<file path="src/rtl/sd_block_scheduler.sv">
// sd_block_scheduler
//   Shares one SD block controller between NUM_TRACKS track engines. Each
//   engine asks for one 512-byte block at a time. The scheduler keeps a
//   write pointer (track length) and a read pointer per track. It maps every
//   block into a fixed per-track region of the card and runs the controller
//   handshake.
//
// Ports
//   clk, rst_n      clock, asynchronous active-low reset
//   req_valid       per-track request level, held until req_ack (may be withdrawn)
//   req_write       per-track direction, 1 = store (SD write), 0 = load (SD read)
//   track_clear     per-track pulse, zeroes both pointers of that track
//   track_rewind    per-track pulse, zeroes the read pointer only
//   req_ack         one-hot pulse, request accepted
//   req_done        one-hot pulse, transfer finished or rejected
//   req_err         one-hot, valid with req_done: full, end of track or timeout
//   grant_id        owning track, valid while busy
//   busy            a transfer is in progress
//   sd_ready        controller idle/ready
//   sd_rd, sd_wr    read/write request to the controller
//   sd_addr         byte address of the block (multiple of 512)
//   dbg_state       current FSM state, for observation only
//
// Controller handshake: in ISSUE the scheduler waits for sd_ready=1, then
// raises sd_rd or sd_wr. It holds that request until the controller drops
// sd_ready, which acknowledges it. A later return of sd_ready=1 marks the block
// as complete. sd_addr is stable from the request edge until the scheduler is
// back in IDLE.

module sd_block_scheduler #(
   parameter int NUM_TRACKS     = 4,
   parameter int TRACK_BLOCKS   = 4096,
   parameter int TIMEOUT_CYCLES = 1000000
) (
   input  logic                          clk,
   input  logic                          rst_n,
   input  logic [NUM_TRACKS-1:0]         req_valid,
   input  logic [NUM_TRACKS-1:0]         req_write,
   input  logic [NUM_TRACKS-1:0]         track_clear,
   input  logic [NUM_TRACKS-1:0]         track_rewind,
   output logic [NUM_TRACKS-1:0]         req_ack,
   output logic [NUM_TRACKS-1:0]         req_done,
   output logic [NUM_TRACKS-1:0]         req_err,
   output logic [$clog2(NUM_TRACKS)-1:0] grant_id,
   output logic                          busy,
   input  logic                          sd_ready,
   output logic                          sd_rd,
   output logic                          sd_wr,
   output logic [31:0]                   sd_addr,
   output logic [2:0]                    dbg_state
);

   localparam int GW = $clog2(NUM_TRACKS);
   localparam int PW = $clog2(TRACK_BLOCKS) + 1;   // pointer can reach TRACK_BLOCKS
   localparam int CW = $clog2(TIMEOUT_CYCLES + 1);

   typedef enum logic [2:0] {
      S_IDLE      = 3'd0,
      S_CHECK     = 3'd1,
      S_ISSUE     = 3'd2,
      S_WAIT_BUSY = 3'd3,
      S_WAIT_DONE = 3'd4,
      S_DONE      = 3'd5
   } state_t;

   state_t                state;
   logic [PW-1:0]         wr_blk [NUM_TRACKS];
   logic [PW-1:0]         rd_blk [NUM_TRACKS];
   logic [GW-1:0]         last;
   logic [GW-1:0]         sel;
   logic                  found;
   logic [NUM_TRACKS-1:0] sel_oh;
   logic [NUM_TRACKS-1:0] grant_oh;
   logic                  cur_write;
   logic [PW-1:0]         cur_blk;
   logic                  discard;
   logic                  cancel;
   logic [CW-1:0]         cnt;
   logic [NUM_TRACKS-1:0] inc_wr;
   logic [NUM_TRACKS-1:0] inc_rd;
   logic [63:0]           addr_full;

   assign dbg_state = state;

   // Round-robin pick: first requesting track after the last granted one.
   always_comb begin
      found  = 1'b0;
      sel    = '0;
      sel_oh = '0;
      for (int i = 1; i <= NUM_TRACKS; i++) begin
         if (!found && req_valid[(int'(last) + i) % NUM_TRACKS]) begin
            found = 1'b1;
            sel   = GW'((int'(last) + i) % NUM_TRACKS);
         end
      end
      if (found) sel_oh[sel] = 1'b1;
   end

   always_comb begin
      grant_oh           = '0;
      grant_oh[grant_id] = 1'b1;
   end

   // Region base of the granted track plus the block index, in bytes.
   assign addr_full = ((64'(grant_id) * 64'(TRACK_BLOCKS)) + 64'(cur_blk)) << 9;

   // A clear (or a rewind during a read) of the owning track makes the
   // pending pointer increment meaningless; the pointer must stay at 0.
   assign cancel = track_clear[grant_id] | (~cur_write & track_rewind[grant_id]);

   assign inc_wr = (state == S_DONE && cur_write && !discard)  ? grant_oh : '0;
   assign inc_rd = (state == S_DONE && !cur_write && !discard) ? grant_oh : '0;

   always_ff @(posedge clk or negedge rst_n) begin
      if (!rst_n) begin
         state     <= S_IDLE;
         last      <= GW'(NUM_TRACKS - 1);
         grant_id  <= '0;
         cur_write <= 1'b0;
         cur_blk   <= '0;
         discard   <= 1'b0;
         cnt       <= '0;
         req_ack   <= '0;
         req_done  <= '0;
         req_err   <= '0;
         busy      <= 1'b0;
         sd_rd     <= 1'b0;
         sd_wr     <= 1'b0;
         sd_addr   <= '0;
      end else begin
         req_ack  <= '0;
         req_done <= '0;
         req_err  <= '0;
         if (busy && cancel) discard <= 1'b1;

         case (state)
            S_IDLE: begin
               if (found) begin
                  req_ack   <= sel_oh;
                  grant_id  <= sel;
                  cur_write <= req_write[sel];
                  cur_blk   <= req_write[sel] ? wr_blk[sel] : rd_blk[sel];
                  last      <= sel;
                  busy      <= 1'b1;
                  discard   <= 1'b0;
                  state     <= S_CHECK;
               end
            end

            S_CHECK: begin
               if ((cur_write && cur_blk == PW'(TRACK_BLOCKS)) ||
                   (!cur_write && cur_blk >= wr_blk[grant_id])) begin
                  req_done <= grant_oh;
                  req_err  <= grant_oh;
                  busy     <= 1'b0;
                  state    <= S_IDLE;
               end else begin
                  sd_addr <= addr_full[31:0];
                  state   <= S_ISSUE;
               end
            end

            S_ISSUE: begin
               if (sd_ready) begin
                  sd_wr <= cur_write;
                  sd_rd <= ~cur_write;
                  cnt   <= '0;
                  state <= S_WAIT_BUSY;
               end
            end

            S_WAIT_BUSY: begin
               if (!sd_ready) begin
                  sd_rd <= 1'b0;
                  sd_wr <= 1'b0;
                  cnt   <= '0;
                  state <= S_WAIT_DONE;
               end else if (cnt == CW'(TIMEOUT_CYCLES - 1)) begin
                  sd_rd    <= 1'b0;
                  sd_wr    <= 1'b0;
                  req_done <= grant_oh;
                  req_err  <= grant_oh;
                  busy     <= 1'b0;
                  state    <= S_IDLE;
               end else begin
                  cnt <= cnt + CW'(1);
               end
            end

            S_WAIT_DONE: begin
               if (sd_ready) begin
                  state <= S_DONE;
               end else if (cnt == CW'(TIMEOUT_CYCLES - 1)) begin
                  req_done <= grant_oh;
                  req_err  <= grant_oh;
                  busy     <= 1'b0;
                  state    <= S_IDLE;
               end else begin
                  cnt <= cnt + CW'(1);
               end
            end

            S_DONE: begin
               req_done <= grant_oh;
               busy     <= 1'b0;
               state    <= S_IDLE;
            end

            default: state <= S_IDLE;
         endcase
      end
   end

   // Track pointers: clear/rewind always win over a completing transfer.
   always_ff @(posedge clk or negedge rst_n) begin
      if (!rst_n) begin
         for (int t = 0; t < NUM_TRACKS; t++) begin
            wr_blk[t] <= '0;
            rd_blk[t] <= '0;
         end
      end else begin
         for (int t = 0; t < NUM_TRACKS; t++) begin
            if (track_clear[t]) begin
               wr_blk[t] <= '0;
               rd_blk[t] <= '0;
            end else begin
               if (track_rewind[t])  rd_blk[t] <= '0;
               else if (inc_rd[t])   rd_blk[t] <= rd_blk[t] + PW'(1);
               if (inc_wr[t])        wr_blk[t] <= wr_blk[t] + PW'(1);
            end
         end
      end
   end

endmodule

</file>
<file path="config.mk">
export PLATFORM = sky130hd
export DESIGN_NAME = sd_block_scheduler
export DESIGN_NICKNAME = d
export VERILOG_FILES = /design/src/rtl/sd_block_scheduler.sv
export SDC_FILE = /design/constraint.sdc
export NUM_CORES = 1
export LEC_CHECK = 0
export ABC_AREA = 1
export CAP_MARGIN = 25
export CORE_UTILIZATION = 55
export CTS_BUF_LIST = sky130_fd_sc_hd__clkbuf_8 sky130_fd_sc_hd__clkbuf_16
export CTS_CLUSTER_DIAMETER = 120
export DETAILED_ROUTE_END_ITERATION = 10
export GPL_ROUTABILITY_DRIVEN = 0
export GPL_TIMING_DRIVEN = 0
export PLACE_DENSITY = 0.78
export SETUP_SLACK_MARGIN = 0.15
export SLEW_MARGIN = 20
export SYNTH_ARGS = -nofsm -noshare
export SYNTH_HDL_FRONTEND = slang
export SYNTH_SLANG_ARGS = --single-unit
</file>
<file path="constraint.sdc">
create_clock -name clk -period 7.8 [get_ports clk]
set_input_delay 1.56 -clock clk [delete_from_list [all_inputs] [get_ports clk]]
set_output_delay 1.56 -clock clk [all_outputs]
set_load 0.05 [all_outputs]
</file>
==> impl_results.html <==
<table>
<tr><th>Metric</th><th>Value</th></tr>
<tr><th colspan="2">Timing</th></tr>
<tr><td>Setup repair after global routing missed its margin</td><td>false</td></tr>
<tr><td>Hold slack</td><td>477 ps</td></tr>
<tr><td>Final worst path period share</td><td>48.8%</td></tr>
<tr><td>Slew Limit Fails</td><td>0</td></tr>
<tr><td>Fin crit period</td><td>3810 ps</td></tr>
<tr><td>Max-slew headroom at the worst pin</td><td>41.1%</td></tr>
<tr><td>Number of hold-slack violations in the final timing report</td><td>0</td></tr>
<tr><td>Clock Skew</td><td>12.1 ps</td></tr>
<tr><td>Measured slew at the worst slew-check pin</td><td>883 ps</td></tr>
<tr><td>Setup violation total in the final timing report</td><td>0</td></tr>
<tr><td>Fmax achieved</td><td>0.263 GHz</td></tr>
<tr><td>Setup TNS</td><td>0 ps</td></tr>
<tr><td>PnR worst setup slack</td><td>3990 ps</td></tr>
<tr><th colspan="2">Setup path</th></tr>
<tr><td>Largest stage delay, worst path</td><td>520 ps</td></tr>
<tr><td>Total buffers and inverters traversed by the critical path</td><td>4</td></tr>
<tr><td>Worst endpoint data arrival time</td><td>4110 ps</td></tr>
<tr><td>Required time reported for the critical path endpoint</td><td>8100 ps</td></tr>
<tr><td>CP top delay family</td><td>buffers and inverters</td></tr>
<tr><td>Cells along the critical path</td><td>inv_1 -&gt; nor2_1 -&gt; clkbuf_1 -&gt; a221oi_1 -&gt; ha_1 -&gt; nand4_1 -&gt; o221ai_1 -&gt; nand3_1 -&gt; nand4_1 -&gt; nand2_1 -&gt; nand2_1 -&gt; buf_2 -&gt; clkbuf_1 -&gt; nand2_1</td></tr>
<tr><td>Most Frequent Cell on Critical Path</td><td>nand2_1</td></tr>
<tr><td>Crit path max-delay cell type</td><td>clkbuf_1</td></tr>
<tr><td>Worst-path maximum fanout</td><td>10</td></tr>
<tr><td>Kind of end point of the critical path</td><td>flip-flop</td></tr>
<tr><td>Worst Setup Start Kind</td><td>flip-flop</td></tr>
<tr><td>CP Class</td><td>reg -&gt; reg</td></tr>
<tr><th colspan="2">Clock network</th></tr>
<tr><td>Number of buffers created by CTS</td><td>17</td></tr>
<tr><td>TritonCTS Sinks</td><td>176</td></tr>
<tr><td>Clock root buffer master</td><td>clkbuf_16</td></tr>
<tr><td>Count of H-tree levels built during CTS</td><td>4</td></tr>
<tr><td>Number of buffers inserted to repair setup after CTS</td><td>0</td></tr>
<tr><td>Clock insertion delay at the later pin of the skew report</td><td>440 ps</td></tr>
<tr><td>Largest buffer count on any clock path</td><td>2</td></tr>
<tr><td>Clock tree from TritonCTS</td><td>done</td></tr>
<tr><td>CTS resizes</td><td>0</td></tr>
<tr><td>Number of buffers added to fix hold violations after cts</td><td>0</td></tr>
<tr><td>Clock transition at path regs</td><td>70 ps</td></tr>
<tr><th colspan="2">Pwr</th></tr>
<tr><td>Portion of total power attributed to combinational logic</td><td>55.6%</td></tr>
<tr><td>Design Power</td><td>4.68 mW</td></tr>
<tr><td>Worst supply voltage drop on vdd</td><td>283 µV</td></tr>
<tr><td>Leakage power figure</td><td>5.45 nW</td></tr>
<tr><td>Ratio of total power to cell area</td><td>387 nW/µm²</td></tr>
<tr><td>Flop pwr share</td><td>24.8%</td></tr>
<tr><td>Switching portion of total power</td><td>49.8%</td></tr>
<tr><td>Internal power consumption</td><td>2.35 mW</td></tr>
<tr><td>Clock share of power</td><td>19.7%</td></tr>
<tr><td>Switching power</td><td>2.33 mW</td></tr>
<tr><th colspan="2">Run</th></tr>
<tr><td>Max capacitance violation total</td><td>0</td></tr>
<tr><th colspan="2">Placement</th></tr>
<tr><td>DP HPWL</td><td>22700 µm</td></tr>
<tr><td>Quantity of I/O buffers inserted on ports</td><td>51</td></tr>
<tr><td>Setup slack after placement</td><td>3940 ps</td></tr>
<tr><th colspan="2">Logic synthesis</th></tr>
<tr><td>Yosys synthesis warning count</td><td>0</td></tr>
<tr><td>Netlist area before placement</td><td>10600 µm²</td></tr>
<tr><td>Async set-reset flop share out of synthesis</td><td>100%</td></tr>
<tr><td>Flip-flop and latch count after synthesis</td><td>176</td></tr>
<tr><td>Number of distinct library cells after synthesis</td><td>52</td></tr>
<tr><td>Post-synth EDFFs</td><td>0</td></tr>
<tr><td>Mean instance size in the synthesized netlist</td><td>7.39 µm²</td></tr>
<tr><td>Number of cells produced by synthesis</td><td>1433</td></tr>
<tr><td>Sequential-to-total area share from yosys stat</td><td>41.6%</td></tr>
<tr><td>Dominant register cell in the synthesized netlist</td><td>dfrtp_1</td></tr>
<tr><th colspan="2">Routing</th></tr>
<tr><td>Post-route DRC violation count</td><td>0</td></tr>
<tr><td>Overall routed net length</td><td>30300 µm</td></tr>
<tr><td>DR vias/cell</td><td>5.95</td></tr>
<tr><td>Via count of the routed design</td><td>10500</td></tr>
<tr><td>Routed wirelength normalized by instance count</td><td>17.1 µm</td></tr>
<tr><td>DR pass1 iterations</td><td>8</td></tr>
<tr><td>Iteration-0 DRC count of the detailed router</td><td>1159</td></tr>
<tr><td>Remaining antenna violation count after routing</td><td>0</td></tr>
<tr><th colspan="2">Global routing</th></tr>
<tr><td>GRT Resource Usage Total</td><td>31.3%</td></tr>
<tr><td>Pin count of the biggest net entering global routing</td><td>98</td></tr>
<tr><td>Overflow left after global routing</td><td>0</td></tr>
<tr><td>Global-route wire length before repair</td><td>48000 µm</td></tr>
<tr><td>Vias in the first global route</td><td>9553</td></tr>
<tr><td>Initial antenna violation count</td><td>0</td></tr>
<tr><th colspan="2">Final layout</th></tr>
<tr><td>Inserted Diodes</td><td>0</td></tr>
<tr><td>Relative area change from synthesis to final layout</td><td>14.4%</td></tr>
<tr><td>Share of layout cells above drive strength 1</td><td>8.68%</td></tr>
<tr><td>Count of fill cells added during filler insertion</td><td>1639</td></tr>
<tr><td>Commonest cells after routing, fill and taps aside</td><td>306 x nand2_1, 192 x inv_1, 174 x dfrtp_1, 149 x nand3_1, 96 x o21ai_0</td></tr>
<tr><td>Final Net Count</td><td>1563</td></tr>
<tr><td>Most frequent standard cell in the layout excluding fill and tap cells</td><td>nand2_1</td></tr>
<tr><td>Final core utilization</td><td>64.6%</td></tr>
<tr><th colspan="2">Die</th></tr>
<tr><td>Initial core utilization</td><td>56.5%</td></tr>
<tr><td>Std cell rows</td><td>50</td></tr>
<tr><td>Core ar.</td><td>18800 µm²</td></tr>
<tr><td>IO Count</td><td>71</td></tr>
<tr><td>Die span in y</td><td>141 µm</td></tr>
<tr><td>Overall die area</td><td>19800 µm²</td></tr>
<tr><td>Chip width</td><td>141 µm</td></tr>
<tr><th colspan="2">Status</th></tr>
<tr><td>Run status</td><td>finished clean</td></tr>
<tr><th colspan="2">Min path</th></tr>
<tr><td>Hold crit path type</td><td>reg -&gt; reg</td></tr>
</table>
layer usage:
metal | vias to the layer above | track usage, % | part of all wire, %
li1 | 4938 | - | -
met1 | 4889 | 42.1 | 42
met2 | 567 | 47.4 | 44
met3 | 106 | 8.05 | 9.9
met4 | 0 | 14.6 | 3.9
met5 | - | 0 | 0
worst register-to-register path, stage by stage, from the launching register on:
cell	delay (ps)
dfrtp_1	430
inv_1	120
nor2_1	460
clkbuf_1	520
a221oi_1	210
ha_1	380
nand4_1	100
o221ai_1	210
nand3_1	130
nand4_1	130
nand2_1	120
nand2_1	110
buf_2	200
clkbuf_1	410
nand2_1	110
power groups by stage:
stage          Clock (mW)  Combinational (mW)  Sequential [mW]
4_1_cts             0.925                2.52             1.16
3_3_place_gp            0                2.46             1.17
5_1_grt             0.967                2.81             1.17
3_5_place_dp            0                2.50             1.17
6_report            0.921                2.60             1.16
2_1_floorplan           0                1.57             1.35
synth_stat cells (all sizes together), types with 10 or more instances:
master	instances	share of area [%]
a21oi	92	4.3
a221oi	14	1.2
buf	41	2.7
clkbuf	14	0.50
dfrtp	174	41
ha	24	2.8
inv	206	7.3
nand2	316	11
nand3	153	7.4
nand4	29	1.7
nor2	102	4.0
nor3	66	3.6
nor4	12	0.77
o21ai	120	5.9
o22ai	17	1.0
xor2	10	0.83
flip-flops by register name, summed over array words and instances, names as in the netlist, 2 cells and up:
signal and flops:
cnt 20, cur_blk 13, dbg_state 3, grant_id 2, last 2, rd_blk 52
req_ack 4, req_done 4, req_err 4, sd_addr 15, wr_blk 52
worst paths after layout:
| kind | from | endpoint | slack [ps] | cells past startpoint |
|---|---|---|---|---|
| max in group asynchronous | rst_n | last[1]$_DFFE_PN1P_ | 5780 | 2 |
| hold reg to reg | sd_addr[22]$_DFFE_PN0P_ | sd_addr[22]$_DFFE_PN0P_ | 480 | 2 |
| hold / removal | sd_addr[22]$_DFFE_PN0P_ | sd_addr[22]$_DFFE_PN0P_ | 480 | 2 |
| min in group asynchronous | rst_n | cnt[6]$_DFFE_PN0P_ | 1080 | 1 |
| setup / recovery | grant_id[1]$_DFFE_PN0P_ | dbg_state[1]$_DFFE_PN0P_ | 3990 | 14 |
| setup reg to reg | grant_id[1]$_DFFE_PN0P_ | dbg_state[1]$_DFFE_PN0P_ | 3990 | 14 |
logic make-up (layout without fill, tap and decap cells):
kind of cell | after synthesis | after routing | synth area share, %
other | 1 | 17 | 0.0354
adders and majority gates | 24 | 24 | 2.83
buffers and inverters | 263 | 346 | 10.6
AOI/OAI and AO/OA | 270 | 270 | 14.4
and+or+nand+nor | 688 | 688 | 29.6
xor gates and xnor gates | 11 | 11 | 0.909
DFF | 176 | 176 | 41.6
final cells by class:
| cell class | count | area (µm²) | area share, % |
|---|---|---|---|
| plain buffers | 55 | 340 | 2.81 |
| clock buffers | 18 | 439 | 3.62 |
| clock inverters | 13 | 186 | 1.54 |
| inverters | 208 | 786 | 6.48 |
| multi-input cells | 1010 | 5120 | 42.3 |
| flip-flops and latches | 176 | 4410 | 36.4 |
| well taps | 234 | 293 | 2.42 |
| repair buffers | 52 | 543 | 4.48 |
through the flow:
stage                     instance area, µm²  instances
after floorplan                        10700       1449
after global placement                 11500       1734
after detailed placement               11500       1735
after CTS                              12100       1766
after global routing                   12100       1766
final                                  12100       1766
(Power assumes the default switching activity.)
